`src/rtl/branch_pc_unit_if.sv`:
```
// Fetch-address handshake between the PC unit (master) and instruction memory (slave).
// addr is held stable by the master while valid is high and ready is low.
interface branch_pc_unit_if #(
    parameter int DATA_SIZE = 32
);
    logic                 valid;
    logic                 ready;
    logic [DATA_SIZE-1:0] addr;

    modport master (
        output valid,
        output addr,
        input  ready
    );

    modport slave (
        input  valid,
        input  addr,
        output ready
    );
endinterface

```
`src/rtl/branch_pc_unit.sv`:
```
// Branch/jump resolution and program counter register for the single-cycle core.
// Redirects or steps the PC on each accepted fetch and counts the taken redirects.
module branch_pc_unit #(
    parameter int                   DATA_SIZE = 32,
    parameter logic [DATA_SIZE-1:0] RESET_PC  = '0,
    parameter int                   CNT_W     = 16
) (
    input  logic                 clk,
    input  logic                 rst_n,
    input  logic                 stall_i,
    input  logic                 is_branch_i,
    input  logic                 is_jal_i,
    input  logic                 is_jalr_i,
    input  logic [2:0]           funct3_i,
    input  logic                 BrEq_i,
    input  logic                 BrLT_i,
    input  logic [DATA_SIZE-1:0] target_i,
    branch_pc_unit_if.master     imem_if,
    output logic                 BrUn_o,
    output logic [DATA_SIZE-1:0] pc_plus4_o,
    output logic                 taken_o,
    output logic                 illegal_br_o,
    output logic                 trap_o,
    output logic [CNT_W-1:0]     taken_cnt_o
);

    typedef enum logic [1:0] {
        BOOT,
        RUN,
        HOLD,
        TRAP
    } state_e;

    state_e               state_q;
    logic [DATA_SIZE-1:0] pc_q;
    logic                 valid_q;
    logic                 trap_q;
    logic [CNT_W-1:0]     cnt_q;

    logic                 cond;
    logic [DATA_SIZE-1:0] redirect_pc;
    logic [DATA_SIZE-1:0] next_pc_d;
    logic                 misaligned;
    logic                 accept;

    // Branch condition, redirect target and fetch-accept decode.
    always_comb begin
        cond = 1'b0;
        unique case (funct3_i)
            3'b000:         cond = BrEq_i;
            3'b001:         cond = ~BrEq_i;
            3'b100, 3'b110: cond = BrLT_i;
            3'b101, 3'b111: cond = ~BrLT_i;
            default:        cond = 1'b0;
        endcase

        BrUn_o       = funct3_i[1];
        illegal_br_o = is_branch_i & (funct3_i[2:1] == 2'b01);
        taken_o      = is_jalr_i | is_jal_i | (is_branch_i & cond);
        pc_plus4_o   = pc_q + DATA_SIZE'(4);

        // JALR takes priority and always clears bit 0 of its target.
        redirect_pc = target_i;
        if (is_jalr_i) begin
            redirect_pc[0] = 1'b0;
        end

        next_pc_d  = taken_o ? redirect_pc : pc_plus4_o;
        misaligned = taken_o & (next_pc_d[1:0] != 2'b00);
        accept     = ((state_q == RUN) || (state_q == HOLD)) & imem_if.ready & ~stall_i;
    end

    // Fetch FSM; the PC only moves on an accepted handshake, and stall overrides ready.
    always_ff @(posedge clk or negedge rst_n) begin
        if (!rst_n) begin
            state_q <= BOOT;
            pc_q    <= RESET_PC;
            valid_q <= 1'b0;
            trap_q  <= 1'b0;
            cnt_q   <= '0;
        end else begin
            unique case (state_q)
                BOOT: begin
                    state_q <= RUN;
                    valid_q <= 1'b1;
                end
                RUN, HOLD: begin
                    if (accept) begin
                        if (misaligned) begin
                            state_q <= TRAP;
                            valid_q <= 1'b0;
                            trap_q  <= 1'b1;
                        end else begin
                            state_q <= RUN;
                            pc_q    <= next_pc_d;
                            if (taken_o && !(&cnt_q)) begin
                                cnt_q <= cnt_q + CNT_W'(1);
                            end
                        end
                    end else begin
                        state_q <= HOLD;
                    end
                end
                TRAP: begin
                    state_q <= TRAP;
                end
                default: begin
                    state_q <= BOOT;
                    valid_q <= 1'b0;
                end
            endcase
        end
    end

    assign imem_if.valid = valid_q;
    assign imem_if.addr  = pc_q;
    assign trap_o        = trap_q;
    assign taken_cnt_o   = cnt_q;

endmodule

```
`src/flat_wrapper.sv`:
```
// flat-port wrapper written by rule: the top's interface ports become plain ports
module branch_pc_unit_flat 
#(
    parameter int                   DATA_SIZE = 32,
    parameter logic [DATA_SIZE-1:0] RESET_PC  = '0,
    parameter int                   CNT_W     = 16
)
  (clk, rst_n, stall_i, is_branch_i, is_jal_i, is_jalr_i, funct3_i, BrEq_i, BrLT_i, target_i, BrUn_o, pc_plus4_o, taken_o, illegal_br_o, trap_o, taken_cnt_o, imem_if_valid, imem_if_addr, imem_if_ready);
  branch_pc_unit_if #(.DATA_SIZE(DATA_SIZE)) imem_if_i ();
  input  logic clk;
  input  logic rst_n;
  input  logic stall_i;
  input  logic is_branch_i;
  input  logic is_jal_i;
  input  logic is_jalr_i;
  input  logic [2:0] funct3_i;
  input  logic BrEq_i;
  input  logic BrLT_i;
  input  logic [DATA_SIZE-1:0] target_i;
  output logic BrUn_o;
  output logic [DATA_SIZE-1:0] pc_plus4_o;
  output logic taken_o;
  output logic illegal_br_o;
  output logic trap_o;
  output logic [CNT_W-1:0] taken_cnt_o;
  output wire logic [$bits(imem_if_i.valid)-1:0] imem_if_valid;
  output wire logic [$bits(imem_if_i.addr)-1:0] imem_if_addr;
  input wire logic [$bits(imem_if_i.ready)-1:0] imem_if_ready;
  assign imem_if_valid = imem_if_i.valid;
  assign imem_if_addr = imem_if_i.addr;
  assign imem_if_i.ready = imem_if_ready;
  branch_pc_unit #(.DATA_SIZE(DATA_SIZE), .RESET_PC(RESET_PC), .CNT_W(CNT_W)) u_core (.clk(clk), .rst_n(rst_n), .stall_i(stall_i), .is_branch_i(is_branch_i), .is_jal_i(is_jal_i), .is_jalr_i(is_jalr_i), .funct3_i(funct3_i), .BrEq_i(BrEq_i), .BrLT_i(BrLT_i), .target_i(target_i), .imem_if(imem_if_i), .BrUn_o(BrUn_o), .pc_plus4_o(pc_plus4_o), .taken_o(taken_o), .illegal_br_o(illegal_br_o), .trap_o(trap_o), .taken_cnt_o(taken_cnt_o));
endmodule
```
`config.mk`:
```
export PLATFORM = sky130hd
export DESIGN_NAME = branch_pc_unit_flat
export DESIGN_NICKNAME = d
export VERILOG_FILES = /design/src/rtl/branch_pc_unit_if.sv /design/src/rtl/branch_pc_unit.sv /design/src/flat_wrapper.sv
export SDC_FILE = /design/constraint.sdc
export NUM_CORES = 1
export LEC_CHECK = 0
export CORE_ASPECT_RATIO = 0.7
export CORE_MARGIN = 4
export CORE_UTILIZATION = 40
export DETAILED_ROUTE_END_ITERATION = 8
export GPL_TIMING_DRIVEN = 0
export PLACE_DENSITY = 0.78
export SLEW_MARGIN = 20
export SYNTH_ARGS = -nofsm -noshare
export SYNTH_HDL_FRONTEND = slang
export SYNTH_SLANG_ARGS = --single-unit
```
`constraint.sdc`:
```
create_clock -name clk -period 2.2 [get_ports clk]
set_input_delay 0.44 -clock clk [delete_from_list [all_inputs] [get_ports clk]]
set_output_delay 0.44 -clock clk [all_outputs]
set_load 0.01 [all_outputs]
```
==> results of run 1 <==
[kinds of logic after synthesis]
group | Yosys count | share of synthesized area [%]
compound gates | 79 | 17.03
xor+xnor | 45 | 12.19
fa+ha+maj | 4 | 1.548
buf+inv | 41 | 5.495
flops | 52 | 40.25
mux | 1 | 0.3483
simple gates | 131 | 23.14
[worst max-delay path, delay by kind of cell (launching register included)]
family	cells	cell delay [ns]
xor+xnor	1	0.20
fa+ha+maj	1	0.16
simple gates	3	0.77
buf+inv	2	0.35
flops	1	0.42
[power by group through the flow]
| stage | clock, mW | sequential (mW) | combinational [mW] |
|---|---|---|---|
| detailed placement | 0 | 1.74 | 3.29 |
| global route | 0.815 | 1.84 | 5.09 |
| floorplan | 0 | 1.78 | 1.45 |
| finish | 0.767 | 1.80 | 4.86 |
| global placement | 0 | 1.72 | 3.23 |
| CTS | 0.758 | 1.73 | 4.05 |
[cells in the mapped netlist (2+ instances only)]
| library cell | count | area [um2] |
|---|---|---|
| o31a_1 | 3 | 26.28 |
| or3_1 | 6 | 37.54 |
| o21ai_1 | 2 | 10.01 |
| buf_4 | 3 | 22.52 |
| and3_1 | 9 | 56.30 |
| and4_2 | 2 | 20.02 |
| and2_1 | 5 | 31.28 |
| xnor2_1 | 33 | 289.0 |
| o311ai_0 | 2 | 17.52 |
| o22a_1 | 5 | 43.79 |
| nor3_1 | 7 | 35.03 |
| xor2_1 | 12 | 105.1 |
| nand2_1 | 21 | 78.83 |
| inv_1 | 22 | 82.58 |
| and4_1 | 2 | 17.52 |
| a211oi_1 | 3 | 22.52 |
| o22ai_1 | 6 | 37.54 |
| o21ai_0 | 13 | 65.06 |
| nor2_1 | 21 | 78.83 |
| nor4_1 | 3 | 18.77 |
| nand3_1 | 28 | 140.1 |
| o21a_1 | 5 | 37.54 |
| clkbuf_1 | 6 | 22.52 |
| dfrtp_1 | 52 | 1301 |
| a21oi_1 | 19 | 95.09 |
| a221o_1 | 2 | 20.02 |
| nand4_1 | 14 | 87.58 |
| o221a_2 | 3 | 33.78 |
| ha_1 | 4 | 50.05 |
| buf_2 | 9 | 45.04 |
| a21o_1 | 4 | 30.03 |
| o32ai_1 | 3 | 26.28 |
[through the flow]
stage | TNS (ns) | total power, mW
6_report | -4.843 | 7.430
2_1_floorplan | 0 | 3.236
3_3_place_gp | -86.58 | 4.952
5_1_grt | -6.473 | 7.745
4_1_cts | -2.313 | 6.544
3_5_place_dp | -40.31 | 5.029
[layout make-up]
type                       instances  area, um2
buffer                            17      147.6
clock buffer                       6      128.9
clock inverter                     1      5.005
fill                             488       1881
inverter                          22      82.58
multi-input combinational        260       2262
sequential                        52       1321
tap                              101      126.4
timing repair buffer             215       1917
[flip-flops by register name (all words and copies together) (netlist names)]
register / cells
u_core.taken_cnt_o: 16
u_core.imem_if.addr: 32
u_core.imem_if.valid: 1
u_core.state_q: 2
u_core.trap_o: 1
[per-layer routing]
metal	part of all wire (%)	up-vias
li1	-	1721
met1	39	1958
met2	47	319
met3	11	55
met4	2.6	0
met5	0	-
[what timing repair did]
action / 4_1_cts / 5_1_grt
setup endpoints to repair: 76 / 70
pin swaps: 40 / 36
hold endpoints to repair: 0 / 0
gates cloned: 1 / 0
resized for setup: 199 / 60
buffers inserted: 53 / 37
[how the worst min path moves through the flow]
| stage | start | endpoint | slack (ns) | cells after the start |
|---|---|---|---|---|
| floorplan | rst_n | u_core.imem_if.addr[0] | 0.14 | 0 |
| global placement | u_core.trap_o | u_core.trap_o | 0.48 | 2 |
| detailed placement | u_core.trap_o | u_core.trap_o | 0.49 | 2 |
| CTS | rst_n | u_core.imem_if.addr[22] | 0.22 | 1 |
| global route | rst_n | u_core.taken_cnt_o[8] | 0.24 | 1 |
| finish | rst_n | u_core.imem_if.addr[5] | 0.18 | 1 |
==> out/metrics.yaml, run 1 <==
endpoint_kind: "output port"
core_um2: 7871
clk_latency_ns: 0.30
drive_gt1_share_pct: 38.74
cts_sinks: 52
synth_fp_nets: 401
cp_data_required_time_ns: 1.76
p_sw_mw: 3.225
reg2reg_depth: 8
grt_pass1_wl_mm: 20.56
dp_cells: 582
worstMarginPinSlew_ns: 0.6896
hold_viol_final: 0
placed_cell_area_um2: 4643
htree_levels: 2
firstDrtPassIters: 8
slew_viol_final: 0
clockBufferDepth: 2
place_ws_ns: -0.7585
use_met1_pct: 35.85
dp_hpwl_mm: 8.017
post_drt_wl_per_cell_um: 21.96
cts_tree: "built"
power_frac_clock_pct: 10.3
drv_cap: 0
arrival_ns: 2.19
r2r_start: "u_core.imem_if.addr[3]"
drtIter0Drc: 406
syn_to_final_growth_pct: 85.29
relSlewSlack_pct: 54.03
synth_edf_count: 0
grt.met2_usage_pct: 44.07
final_util_pct: 76.11
yosysWarnings: 0
synth-seq-cells: 52
p_seq_share_pct: 24.2
p_comb_share_pct: 65.4
cp_max_fo: 4
antenna_found_initial: 0
ys.flop_type: "dfrtp_1"
violations: "setup timing"
syn_area_um2: 3233
grt_pass1_vias: 3885
final_area_um2: 5991
final_nets: 621
viasPerCell: 6.013
r2r-end: "u_core.imem_if.addr[22]"
cp_slowest_cell: "or4_4"
hold_path.class: "input pin to asynchronous set/reset pin"
placementRows: 27
synth-seq-area-share_pct: 40.25
path_cells: "ha_4, nand4_1, buf_6, or4_4, nor3_4, xnor2_1, buf_2"
use_met3_pct: 5.899
fmax_mhz: 380.2
vias: 4053
p_sw_share_pct: 43.40
die_area_um2: 9608
clkSlewWorstSetupHoldPaths_ns: 0.07
fin_crit_ns: 2.630
path_class: "flop to output port"
clock_skew_ns: 0.01034
setup_viol: 24
setup_slack_ns: -0.4301
n_antenna_cell: 0
avgSynthCellArea_um2: 9.159
grt_max_degree: 53
final_common_cell: "clkdlybuf4s50_1"
syn_inst: 353
rsz0062_at_grt: "yes"
boundaryPins: 129
crit_path_end: "pc_plus4_o[22]"
internal-power_mw: 4.205
totalWireLength_mm: 14.80
holdWs_ns: 0.1848
critPathMaxStageDelay_ns: 0.46
instances_no_fill: 674
grt_usage_pct: 26.89
p_leak_nw: 2.621
async_reset_ff_share_pct: 100.0
crit_start: "u_core.imem_if.addr[3]"
cts_root_buf: "clkbuf_16"
ctsHoldBuffers: 0
status: "finished, violations left"
cp-start-kind: "flop"
gp_routability_congestion: 0.8975
irDropWorstVdd_uv: 878.3
drcViolationCount: 0
cts_inserted_buffers: 5
timing.final.crit_share_pct: 119.6
layout_common_cells: "clkdlybuf4s50_1 (94), buf_4 (72), dfrtp_1 (36), buf_6 (24), buf_2 (23)"
rrSetupSlack_ns: -0.07
portBuffers: 128
grt_busiest_layer: "met2"
overflow: 0
powerDensity_nw_per_um2: 1240
die_height_um: 83.22
synth_cell_types: 56
dieWidth_um: 115.5
ant_nets: 0
start_util_pct: 41.07
Note: power is estimated with default switching activity, not from simulation.
==> run 2, diff against run 1 <==
Settings changed: CTS_CLUSTER_DIAMETER from default to 100.
==> results of run 2 <==
Final layout, timing and power as in run 1 (identical DEF).
==> run 3, diff against run 2 <==
Settings changed: TNS_END_PERCENT from default to 10.
==> run 3 against run 2 <==
Critical path depth unchanged. Die area unchanged. Sequential cell count unchanged. The flow still finishes with violations (setup timing). Wire length decreased by 9.3%. Largest power group unchanged. Non-clock buffer count decreased by 38. First-iteration DRC count decreased by 17%. Cell count decreased by 5.5%. Count of clock-buffer cells in the layout unchanged. Critical endpoint unchanged. Sequential share of layout area increased by 1.4 points. Via count decreased by 7.1%. Sequential power about the same.
==> out/metrics.yaml, run 3 (synthesized netlist as in run 1, its figures left out) <==
instances_no_fill: 637  # was 674
violations: "setup timing"  # unchanged
irDropWorstVdd_uv: 838.2  # was 878.3 uV
placed_cell_area_um2: 4643  # unchanged
clkSlewWorstSetupHoldPaths_ns: 0.07  # about the same
grt_pass1_vias: 3736  # was 3,885
critPathMaxStageDelay_ns: 0.46  # about the same
arrival_ns: 2.14  # was 2.19 ns
cts_root_buf: "clkbuf_16"  # unchanged
placementRows: 27  # unchanged
relSlewSlack_pct: 54.90  # was 54.03%
dieWidth_um: 115.5  # unchanged
htree_levels: 2  # unchanged
antenna_found_initial: 0  # unchanged
final_nets: 584  # was 621
grt_usage_pct: 26.08  # was 26.89%
p_leak_nw: 2.387  # was 2.621 nW
grt_max_degree: 53  # unchanged
drv_cap: 0  # unchanged
boundaryPins: 129  # unchanged
setup_slack_ns: -0.3794  # was -0.4301 ns
cp_slowest_cell: "or4_4"  # unchanged
largest_reg_flops: 32  # unchanged
rsz0062_at_grt: "yes"  # unchanged
die_height_um: 83.22  # unchanged
powerDensity_nw_per_um2: 1213  # was 1240 nW/um2
post_drt_wl_per_cell_um: 21.08  # was 21.96 um
endpoint_kind: "output port"  # unchanged
layout_common_cells: "clkdlybuf4s50_1 (99), buf_4 (46), dfrtp_1 (38), inv_1 (21), xnor2_1 (21)"  # was clkdlybuf4s50_1 (94), buf_4 (72), dfrtp_1 (36), buf_6 (24), buf_2 (23)
place_ws_ns: -0.7585  # unchanged
firstDrtPassIters: 5  # was 8
clock_skew_ns: 0.01135  # was 0.01034 ns
slew_viol_final: 0  # unchanged
timing.final.crit_share_pct: 117.2  # was 119.6%
holdWs_ns: 0.1854  # was 0.1848 ns
clk_latency_ns: 0.29  # was 0.30 ns
start_util_pct: 41.07  # unchanged
timing.critical_path.buf_inv: 2  # unchanged
hold_viol_final: 0  # unchanged
cts_tree: "built"  # unchanged
final_common_cell: "clkdlybuf4s50_1"  # unchanged
cp_max_fo: 4  # unchanged
drtIter0Drc: 337  # was 406
path_class: "flop to output port"  # unchanged
finalPower_mw: 6.831  # was 7.430 mW
ant_nets: 0  # unchanged
cts_inserted_buffers: 5  # unchanged
worstMarginPinSlew_ns: 0.6765  # was 0.6896 ns
crit_family: "simple AND/OR/NAND/NOR gates"  # unchanged
cts_sinks: 52  # unchanged
die_area_um2: 9608  # unchanged
final_util_pct: 71.56  # was 76.11%
cp_data_required_time_ns: 1.76  # about the same
path_cells: "ha_4, nand4_1, buf_6, or4_4, nor3_4, xnor2_1, buf_2"  # unchanged
grt_pass1_wl_mm: 20.03  # was 20.56 mm
gp_routability_congestion: 0.8975  # unchanged
core_um2: 7871  # unchanged
fmax_mhz: 387.7  # was 380.2 MHz
totalWireLength_mm: 13.43  # was 14.80 mm
dp_cells: 582  # unchanged
status: "finished, violations left"  # unchanged
final_area_um2: 5633  # was 5991 um2
ctsHoldBuffers: 0  # unchanged
viasPerCell: 5.909  # was 6.013
portBuffers: 128  # unchanged
clockBufferDepth: 2  # unchanged
setup_viol: 35  # was 24
cp-start-kind: "flop"  # unchanged
drive_gt1_share_pct: 32.28  # was 38.74%
dp_hpwl_mm: 8.017  # unchanged
fin_crit_ns: 2.579  # was 2.630 ns
overflow: 0  # unchanged
n_antenna_cell: 0  # unchanged
hold_path.class: "input pin to asynchronous set/reset pin"  # unchanged
syn_to_final_growth_pct: 74.23  # was 85.29%
fin_setup_tns_ns: -5.367  # was -4.843 ns
vias: 3764  # was 4,053
drcViolationCount: 0  # unchanged
## run 3: what timing repair did
action | in CTS | in global routing
pin swaps | 32 | 21
cloned | 1 | 1
resized for setup | 173 | 52
setup buffers | 40 | 8
setup endpoints to repair | 76 | 76
## run 3: layer usage
layer / vias up / global-route usage (%) / part of all wire (%)
met5: - / 0 / 0
met3: 47 / 5.827 / 10
met4: 0 / 7.569 / 3.0
met1: 1813 / 36.04 / 40
met2: 259 / 40.81 / 47
li1: 1645 / - / -
## run 3: where the power goes
part           switching [mW]  internal (mW)
registers               0.500           1.30
logic                    2.11           2.17
clock network           0.344          0.415
total                    2.95           3.88
## run 3: cell type report
cell class,count,area [um2]
Tap cell,101,126.4
Inverter,22,85.08
Multi-Input combinational cell,261,2162
Fill cell,565,2238
Clock inverter,1,5.005
Buffer,17,176.4
Clock buffer,6,128.9
Sequential cell,52,1319
Timing Repair Buffer,177,1630
## run 3: final timing paths
kind,start,end,slack (ns),depth (start not counted)
worst max-delay path,u_core.imem_if.addr[2],pc_plus4_o[22],-0.38,7
max in group asynchronous,rst_n,u_core.imem_if.addr[20],1.52,1
min in group clk,u_core.taken_cnt_o[9],u_core.taken_cnt_o[9],0.51,1
worst min register to register,u_core.taken_cnt_o[9],u_core.taken_cnt_o[9],0.51,1
worst min-delay path,rst_n,u_core.imem_if.addr[9],0.19,1
worst max register to register,u_core.imem_if.addr[2],u_core.imem_if.addr[25],-0.22,12
## run 3: worst reg2reg max path, stage by stage, from the launching register on
cell      delay (ns)
dfrtp_2         0.40
buf_4           0.16
nand3_4         0.18
nor2_4          0.23
buf_12          0.16
buf_4           0.11
nand4_1         0.16
buf_4           0.21
buf_6           0.10
buf_6           0.10
buf_6           0.10
or3_1           0.31
o211ai_1        0.10
